**config.mk**
```make
export PLATFORM = sky130hd
export DESIGN_NAME = inputconditioner_multi
export DESIGN_NICKNAME = d
export VERILOG_FILES = /design/src/rtl/inputconditioner_multi.sv
export SDC_FILE = /design/constraint.sdc
export NUM_CORES = 1
export LEC_CHECK = 0
export BUFFER_PORTS_ARGS = -buffer_cell sky130_fd_sc_hd__clkbuf_2
export CAP_MARGIN = 15
export CORE_MARGIN = 8
export CORE_UTILIZATION = 55
export CTS_CLUSTER_SIZE = 24
export DETAILED_ROUTE_END_ITERATION = 10
export GPL_TIMING_DRIVEN = 0
export PLACE_DENSITY = 0.82
export SYNTH_ARGS = -nofsm -noshare
export SYNTH_HDL_FRONTEND = slang
export SYNTH_SLANG_ARGS = --single-unit
```
**constraint.sdc**
```tcl
create_clock -name clk -period 2.6 [get_ports clk]
set_clock_uncertainty 0.05 [all_clocks]
set_input_delay 0.52 -clock clk [delete_from_list [all_inputs] [get_ports clk]]
set_output_delay 0.52 -clock clk [all_outputs]
set_load 0.05 [all_outputs]
```
**src/rtl/inputconditioner_multi.sv**
```systemverilog
// Multi-channel input conditioner: per-channel synchroniser, counter debounce,
// registered edge pulses and consumer-clearable sticky edge flags.
module inputconditioner_multi #(
  parameter int   CHANNELS     = 4,
  parameter int   SYNC_STAGES  = 2,
  parameter int   WAITTIME     = 3,
  parameter int   COUNTERWIDTH = 3,
  parameter logic INIT_VALUE   = 1'b0
) (
  input  logic                clk,
  input  logic                rst_n,
  input  logic [CHANNELS-1:0] noisysignal,
  input  logic [CHANNELS-1:0] enable,
  input  logic [CHANNELS-1:0] clear_pos,
  input  logic [CHANNELS-1:0] clear_neg,
  output logic [CHANNELS-1:0] conditioned,
  output logic [CHANNELS-1:0] positiveedge,
  output logic [CHANNELS-1:0] negativeedge,
  output logic [CHANNELS-1:0] pos_flag,
  output logic [CHANNELS-1:0] neg_flag,
  output logic                any_edge
);

  localparam logic [COUNTERWIDTH-1:0] WAIT_CNT = COUNTERWIDTH'(WAITTIME);
  localparam logic [COUNTERWIDTH-1:0] CNT_ONE  = COUNTERWIDTH'(1);

  // sync_q[0] samples the pin; sync_q[SYNC_STAGES-1] is the synchronised level
  logic [SYNC_STAGES-1:0][CHANNELS-1:0] sync_q;
  logic [CHANNELS-1:0]                  sync;

  logic [COUNTERWIDTH-1:0] cnt_q [CHANNELS];
  logic [COUNTERWIDTH-1:0] cnt_d [CHANNELS];
  logic [CHANNELS-1:0]     cond_d;
  logic [CHANNELS-1:0]     pe_d;
  logic [CHANNELS-1:0]     ne_d;

  assign sync = sync_q[SYNC_STAGES-1];

  always_ff @(posedge clk or negedge rst_n) begin
    if (!rst_n) begin
      sync_q <= {(SYNC_STAGES*CHANNELS){INIT_VALUE}};
    end else begin
      sync_q <= {sync_q[SYNC_STAGES-2:0], noisysignal};
    end
  end

  // Counter only advances while the channel is enabled and mismatched, so it
  // tops out at WAITTIME: reaching it commits the new level and restarts at 0.
  always_comb begin
    cond_d = conditioned;
    pe_d   = '0;
    ne_d   = '0;
    for (int i = 0; i < CHANNELS; i++) begin
      cnt_d[i] = '0;
      if (enable[i] && (sync[i] != conditioned[i])) begin
        if (cnt_q[i] == WAIT_CNT) begin
          cond_d[i] = sync[i];
          pe_d[i]   = sync[i];
          ne_d[i]   = ~sync[i];
        end else begin
          cnt_d[i] = cnt_q[i] + CNT_ONE;
        end
      end
    end
  end

  always_ff @(posedge clk or negedge rst_n) begin
    if (!rst_n) begin
      for (int i = 0; i < CHANNELS; i++) cnt_q[i] <= '0;
      conditioned  <= {CHANNELS{INIT_VALUE}};
      positiveedge <= '0;
      negativeedge <= '0;
    end else begin
      for (int i = 0; i < CHANNELS; i++) cnt_q[i] <= cnt_d[i];
      conditioned  <= cond_d;
      positiveedge <= pe_d;
      negativeedge <= ne_d;
    end
  end

  // Flags are set by the registered pulse, so a clear landing in the pulse
  // cycle loses to the set.
  always_ff @(posedge clk or negedge rst_n) begin
    if (!rst_n) begin
      pos_flag <= '0;
      neg_flag <= '0;
    end else begin
      pos_flag <= positiveedge | (pos_flag & ~clear_pos);
      neg_flag <= negativeedge | (neg_flag & ~clear_neg);
    end
  end

  assign any_edge = |(positiveedge | negativeedge);

endmodule
```
## After elaboration in Yosys (flattened, before gate mapping)

Index checks and enable logic that the tools add are counted.

| storage, ports and cells | value |
|---|---|
| output and inout port bits | 21 |
| register bits | 40 |
| input bits | 18 |
| word-level logic and storage cells | 70 |

| cells by class | value |
|---|---|
| add/subtract/negate cells | 4 |
| bitwise gates (word level) | 11 |
| multiplexer cells | 24 |
| equality and inequality tests | 8 |
| reduce and logical (&&, ||, !) cells | 9 |

Operators by type and width:

| kind | number |
|---|---|
| $mux 3 | 8 |
| $mux 1 | 16 |
| $add 3x1->3 const B | 4 |
| $eq 3x2->1 const B | 4 |
| $or 4x4->4 | 3 |
| $and 4x4->4 | 2 |
| $not 4->4 | 2 |
| $reduce_and 2->1 | 4 |
| $logic_and 1x1->1 | 4 |
| $ne 1x1->1 | 4 |
| $not 1->1 | 4 |
| $reduce_or 4->1 | 1 |

## Logic depth before layout (Yosys ltp)

Gate-level depths: netlist of the first run.

| depth | value |
|---|---|
| depth after elaboration | 3 |
| mapped depth | 3 |
| mapped depth without buffers | 3 |

## Least setup slack after synthesis of the first run

No wires, ideal clock.

| timing path | value |
|---|---|
| kind | register to output |
| start point | register negativeedge[1] |
| end point | output any_edge |
| stages on the path, launching flop included | 3 |
| slack | 0.827 ns |
| path buffers | 0 |
| data arrival time | 1.203 ns |
| required time | 2.030 ns |
| cell sequence | dfrtp_1 -> nor4_1 -> nand2_1 |

| on the way | value |
|---|---|
| longest elaborated chain between the ends | 2 |

Ends and longest elaborated chain:

| what | RTL line | source |
|---|---|---|
| start, declared | 18 | `output logic [CHANNELS-1:0] negativeedge,` |
| start signal, assigned | 77 | `negativeedge <= ne_d;` |
| $or 4x4->4 | 93 | `assign any_edge = \|(positiveedge \| negativeedge);` |
| $reduce_or 4->1 | 93 |  |
| end, declared | 21 | `output logic any_edge` |

No other way between the ends.

## Final worst setup path of the first run

| timing path | value |
|---|---|
| start point | register positiveedge[0] |
| end point | output any_edge |

| on the way | value |
|---|---|
| longest elaborated chain between the ends | 2 |

Ends and longest elaborated chain:

| what | RTL line | source |
|---|---|---|
| start, declared | 17 | `output logic [CHANNELS-1:0] positiveedge,` |
| start signal, assigned | 76 | `positiveedge <= pe_d;` |
| $or 4x4->4 | 93 |  |
| $reduce_or 4->1 | 93 |  |

No other way between the ends.

==> flow_summary.json, run 1 <==
{
  "slew_headroom": 0.370,
  "cts.sinks": 40,
  "nets": 166,
  "cts.path.max_buffers": 2,
  "ctsRootBufferMaster": "clkbuf_4",
  "first_pass_iters": 4,
  "initial_utilization": 0.563,
  "antenna_found_initial": 0,
  "period_minus_slack_ns": 1.94,
  "avgRoutedWirePerCell_um": 14.1,
  "drv_slew": 0,
  "critPathMaxFanout": 3,
  "total_power_w": 0.00131,
  "grt_max_degree": 41,
  "timing.rr.start": "cnt_q[9]$_DFF_PN0_",
  "antenna_left": 0,
  "vias": 910,
  "drtIter0Drc": 13,
  "ys_types": 13,
  "syn2layout_area_growth_pct": 21.4,
  "worstMarginPinSlew_ns": 0.944,
  "drc": 0,
  "setup_violations": 0,
  "worst_ir_drop_vdd_mv": 0.519,
  "multi_input_area_um2": 482,
  "grt_use_total": 0.118,
  "cap_violations": 0,
  "dieWidth_um": 68.4,
  "syn_nets": 121,
  "power.leakage_nw": 1.04,
  "crit_chain": "nor4_1 -> nand2_1 -> clkbuf_2",
  "hp-start": "noisysignal[0]",
  "fp.dieArea_mm2": 0.00468,
  "grt_pass1_vias": 938,
  "outcome": "complete, no violations",
  "ys_seq_area_frac": 0.662,
  "dp_hpwl_um": 1940,
  "synth_area_mm2": 0.00151,
  "finalHoldViolCount": 0,
  "rows": 19,
  "critPathCaptureType": "output port",
  "critPathTopFamily": "flip-flops",
  "power.density_mw_per_mm2": 716,
  "synthArstFlopShare": 1.00,
  "synth_cells": 99,
  "totalWireLength_um": 2470,
  "cts_setup_buffers": 0,
  "rsz0062_at_grt": "no",
  "yosysWarnings": 0,
  "rr_worst_depth": 3,
  "core-area_mm2": 0.00269,
  "path_depth": 3,
  "synth_most_common_cell": "dfrtp_1",
  "cp_data_arrival_time_ns": 1.37,
  "holdWs_ns": 0.242,
  "netlist.area_leader.share": 0.662,
  "syn_area_per_cell_um2": 15.3,
  "drive_above_1_share": 0.428,
  "fin_setup_tns_ns": 0,
  "clk_latency_ns": 0.33,
  "timing_worst_setup_path_type": "register to output port",
  "fillerInstances": 210,
  "fp.dieH_um": 68.4,
  "reg2reg_to": "conditioned[0]$_DFFE_PN0P_",
  "final_core_util": 0.684,
  "r2r_setup_slack_ns": 1.30,
  "cts_buffers": 5,
  "seqCellArea_mm2": 0.00100,
  "grt.overflow.total": 0,
  "path_clk_slew_ns": 0.11,
  "hp-class": "input pin to register",
  "min_period_over_period": 0.745,
  "worstPathRequired_ns": 2.03,
  "timing.hold.worst_path_depth": 1,
  "ioPinCount": 39,
  "holdBufCountCts": 0,
  "slowest_stage": "dfrtp_1",
  "whs_endpoint": "sync_q[0]$_DFF_PN0_",
  "routabilityCongestion": 0.692,
  "cpPeakStageDelay_ns": 0.41,
  "cts_tree": "built",
  "htreeDepth": 2,
  "n_antenna_cell": 0,
  "synthFlopType": "dfrtp_1",
  "port_buffers": 38,
  "synth_top_area_cell": "dfrtp_1",
  "cp-start-kind": "register",
  "ys_ff_latch": 40,
  "max_freq_mhz": 516,
  "synth_edf_count": 0,
  "avgViaCountPerCell": 5.17,
  "yosys-top-cells-count": "dfrtp_1, a21o_1, and4bb_2, inv_1, nor3b_1",
  "path_buf_inv": 1,
  "grt_pass1_wl_um": 4060,
  "synth.area.top_cells": "dfrtp_1, and4bb_2, a21o_1, nor3b_1, nor4b_2",
  "cts_resized": 0
}
-- metrics by stage --
| step | area [um^2] | setup WS (ns) | cells |
|---|---|---|---|
| 6_report | 1840 | 0.663 | 176 |
| 5_1_grt | 1840 | 0.535 | 176 |
| 4_1_cts | 1840 | 0.614 | 176 |
| 3_5_place_dp | 1740 | 1.00 | 168 |
| 3_3_place_gp | 1740 | 0.965 | 168 |
| 2_1_floorplan | 1510 | 0.827 | 99 |
-- cell families after synthesis --
logic type      share of synthesized area
fa+ha+maj                          0.0331
xor+xnor                           0.0232
buf+inv                            0.0199
mux                                0.0298
simple gates                        0.193
compound gates                     0.0397
flops                               0.662
-- flip-flops by register name, summed over array words and instances, names as in the netlist --
signal / cells
pos_flag: 4
neg_flag: 4
cnt_q: 12
conditioned: 4
positiveedge: 4
sync: 4
sync_q: 4
negativeedge: 4
-- area by class of cell --
class                           count  area share
Clock buffer                        7      0.0354
Clock inverter                      1      0.0163
Inverter                            8      0.0163
Multi-Input combinational cell     51       0.262
Sequential cell                    40       0.545
Tap cell                           31      0.0211
Timing Repair Buffer               38       0.104
-- layer usage --
layer | vias to the layer above | global-route usage | routed length [um]
met4 | 0 | 0.0384 | 21
met5 | - | 0 | 0
met2 | 26 | 0.189 | 1210
li1 | 442 | - | -
met1 | 440 | 0.127 | 960
met3 | 2 | 0.0704 | 284
-- layout by cell type, fill, tap and decap left out --
cell type,n
clkbuf_8,2
clkbuf_2,38
nand3b_1,4
xnor2_1,4
ha_1,4
and4bb_2,8
clkbuf_4,5
a21o_1,8
nor4_1,2
nand2_1,1
nor2b_1,4
inv_1,8
dfrtp_1,40
mux2_2,4
bufinv_16,1
nor4b_2,4
nor3b_1,8
-- where the power goes --
part | internal (W) | switching [W]
logic | 0.0000736 | 0.000109
clock network | 0.000255 | 0.000184
registers | 0.000660 | 0.0000334
-- worst max-delay path by stage --
stage                    end                 startpoint
finish              any_edge  positiveedge[0]$_DFF_PN0_
global route        any_edge  positiveedge[0]$_DFF_PN0_
CTS                 any_edge  positiveedge[0]$_DFF_PN0_
detailed placement  any_edge  positiveedge[0]$_DFF_PN0_
global placement    any_edge  positiveedge[0]$_DFF_PN0_
floorplan           any_edge  negativeedge[1]$_DFF_PN0_
Note: power is estimated with default switching activity, not from simulation.
==> run 2: changes to the inputs <==
--- a/config.mk
+++ b/config.mk
@@ -8,11 +8,11 @@
 export BUFFER_PORTS_ARGS = -buffer_cell sky130_fd_sc_hd__clkbuf_2
 export CAP_MARGIN = 15
 export CORE_MARGIN = 8
-export CORE_UTILIZATION = 55
+export CORE_UTILIZATION = 51
 export CTS_CLUSTER_SIZE = 24
 export DETAILED_ROUTE_END_ITERATION = 10
 export GPL_TIMING_DRIVEN = 0
-export PLACE_DENSITY = 0.82
+export PLACE_DENSITY = 0.77
 export SYNTH_ARGS = -nofsm -noshare
 export SYNTH_HDL_FRONTEND = slang
 export SYNTH_SLANG_ARGS = --single-unit
==> constraint.sdc (replaced) <==
create_clock -name clk -period 2 [get_ports clk]
set_clock_uncertainty 0.05 [all_clocks]
set_input_delay 0.4 -clock clk [delete_from_list [all_inputs] [get_ports clk]]
set_output_delay 0.4 -clock clk [all_outputs]
set_load 0.05 [all_outputs]
==> flow_summary.json, run 2 (same netlist as run 1, synthesis figures left out) <==
{
  "p_int_w": 0.00112,
  "slowest_stage": "dfrtp_1",
  "htreeDepth": 2,
  "rr_worst_depth": 3,
  "routed-wl-met3_um": 148,
  "avgRoutedWirePerCell_um": 14.8,
  "timing.hold.worst_path_depth": 1,
  "hp-class": "input pin to register",
  "worstPathRequired_ns": 1.55,
  "ioPinCount": 39,
  "critPathMaxFanout": 3,
  "layout_common_cells": "dfrtp_1, clkbuf_2",
  "cts.sinks": 40,
  "path_depth": 3,
  "drc": 0,
  "fin_setup_tns_ns": 0,
  "total_power_w": 0.00155,
  "period_minus_slack_ns": 1.81,
  "fp.dieArea_mm2": 0.00496,
  "grt_pass1_wl_um": 4360,
  "reg2reg_to": "conditioned[0]$_DFFE_PN0P_",
  "syn2layout_area_growth_pct": 19.6,
  "worstMarginPinSlew_ns": 0.939,
  "seq_power_share": 0.580,
  "fin_ws_ns": 0.185,
  "regMostFlops": "cnt_q",
  "cpPeakStageDelay_ns": 0.43,
  "dp_hpwl_um": 1970,
  "cts_tree": "built",
  "critPathCaptureType": "output port",
  "dieWidth_um": 70.5,
  "power.density_mw_per_mm2": 859,
  "switching_share": 0.279,
  "first_pass_iters": 4,
  "cts_resized": 0,
  "largest_reg_flops": 12,
  "worst_ir_drop_vdd_mv": 0.575,
  "rsz0062_at_grt": "no",
  "drive_above_1_share": 0.434,
  "vias": 924,
  "wl_met2_um": 1400,
  "ctsRootBufferMaster": "clkbuf_4",
  "nets": 166,
  "antenna_found_initial": 0,
  "drv_slew": 0,
  "pre_cts_slack_ns": 0.426,
  "cp_data_arrival_time_ns": 1.36,
  "finalHoldViolCount": 0,
  "timing.rr.start": "cnt_q[9]$_DFF_PN0_",
  "port_buffers": 38,
  "slew_headroom": 0.374,
  "clkPwrFrac": 0.266,
  "setup_violations": 0,
  "top_layer_used": "met4",
  "cts_setup_buffers": 0,
  "avgViaCountPerCell": 5.25,
  "path_buf_inv": 1,
  "holdBufCountCts": 0,
  "crit_chain": "nor4_2 -> nand2_1 -> clkbuf_2",
  "p_sw_w": 0.000433,
  "r2r_setup_slack_ns": 0.72,
  "core-area_mm2": 0.00278,
  "max_freq_mhz": 551,
  "fp.dieH_um": 70.5,
  "grt_pass1_vias": 968,
  "cts_buffers": 5,
  "initial_utilization": 0.544,
  "cp-endpoint": "any_edge",
  "fillerInstances": 229,
  "dpl.cell_count": 168,
  "final_common_cell": "dfrtp_1",
  "min_period_over_period": 0.907,
  "instances_no_fill": 176,
  "cp-start-kind": "register",
  "grt_max_degree": 41,
  "grt.overflow.total": 0,
  "cap_violations": 0,
  "antenna_left": 0,
  "pwr-share-comb": 0.153,
  "routabilityCongestion": 0.692,
  "outcome": "complete, no violations",
  "n_antenna_cell": 0,
  "wl_met1_um": 989,
  "crit_start": "negativeedge[1]$_DFF_PN0_",
  "clk_latency_ns": 0.34,
  "drtIter0Drc": 41,
  "grt_use_total": 0.113,
  "critPathTopFamily": "flip-flops",
  "totalWireLength_um": 2600,
  "power.leakage_nw": 1.02,
  "timing_worst_setup_path_type": "register to output port",
  "path_clk_slew_ns": 0.11,
  "cts.path.max_buffers": 2,
  "rows": 19
}
## run 2: cell types whose count changed in the layout (fill, tap and decap cells not counted)
| cell | before | now |
|---|---|---|
| bufinv_16 | 1 | 0 |
| clkbuf_8 | 2 | 1 |
| clkinv_2 | 0 | 2 |
| nor4_1 | 2 | 1 |
| nor4_2 | 0 | 1 |
## run 2: area by class of cell
| cell class | instances | area (um^2) | share of cell area |
|---|---|---|---|
| Tap cell | 31 | 38.8 | 0.0214 |
| Clock buffer | 6 | 51.3 | 0.0284 |
| Multi-Input combinational cell | 51 | 488 | 0.270 |
| Timing Repair Buffer | 38 | 190 | 0.105 |
| Sequential cell | 40 | 1000 | 0.553 |
| Inverter | 8 | 30.0 | 0.0166 |
| Clock inverter | 2 | 10.0 | 0.00553 |
## run 2: per-layer routing
metal  vias up  GRT usage
met5         -          0
met4         0     0.0804
met3         7     0.0452
met2        20      0.190
met1       459      0.109
li1        438          -
## run 2: how the worst min path moves through the flow
stage | endpoint | start
6_report | sync_q[2]$_DFF_PN0_ | noisysignal[2]
5_1_grt | sync_q[3]$_DFF_PN0_ | noisysignal[3]
4_1_cts | sync_q[2]$_DFF_PN0_ | noisysignal[2]
3_5_place_dp | sync[2]$_DFF_PN0_ | sync_q[2]$_DFF_PN0_
3_3_place_gp | sync[1]$_DFF_PN0_ | sync_q[1]$_DFF_PN0_
2_1_floorplan | cnt_q[0]$_DFF_PN0_ | rst_n
## run 2: metrics by stage
step | area, um^2 | util | hold WS (ns)
after floorplan | 1510 | - | 0.0544
after global placement | 1740 | 0.626 | 0.282
after detailed placement | 1740 | 0.626 | 0.287
after CTS | 1800 | 0.648 | 0.0841
after global routing | 1810 | 0.650 | 0.0723
final | 1810 | 0.650 | 0.107
## run 2: power by group through the flow
stage / registers [W] / clock network, W / logic [W]
after floorplan: 0.000978 / 0 / 0.0000998
after global placement: 0.000913 / 0 / 0.000233
after detailed placement: 0.000918 / 0 / 0.000243
after CTS: 0.000902 / 0.000436 / 0.000243
after global routing: 0.000910 / 0.000467 / 0.000260
final: 0.000901 / 0.000414 / 0.000238
## run 2: worst reg2reg max path, delay by kind of cell (launching register included)
family | cells | cell delay [ns]
and+or+nand+nor | 1 | 0.15
muxes | 1 | 0.35
adders and majority gates | 1 | 0.23
DFF | 1 | 0.41
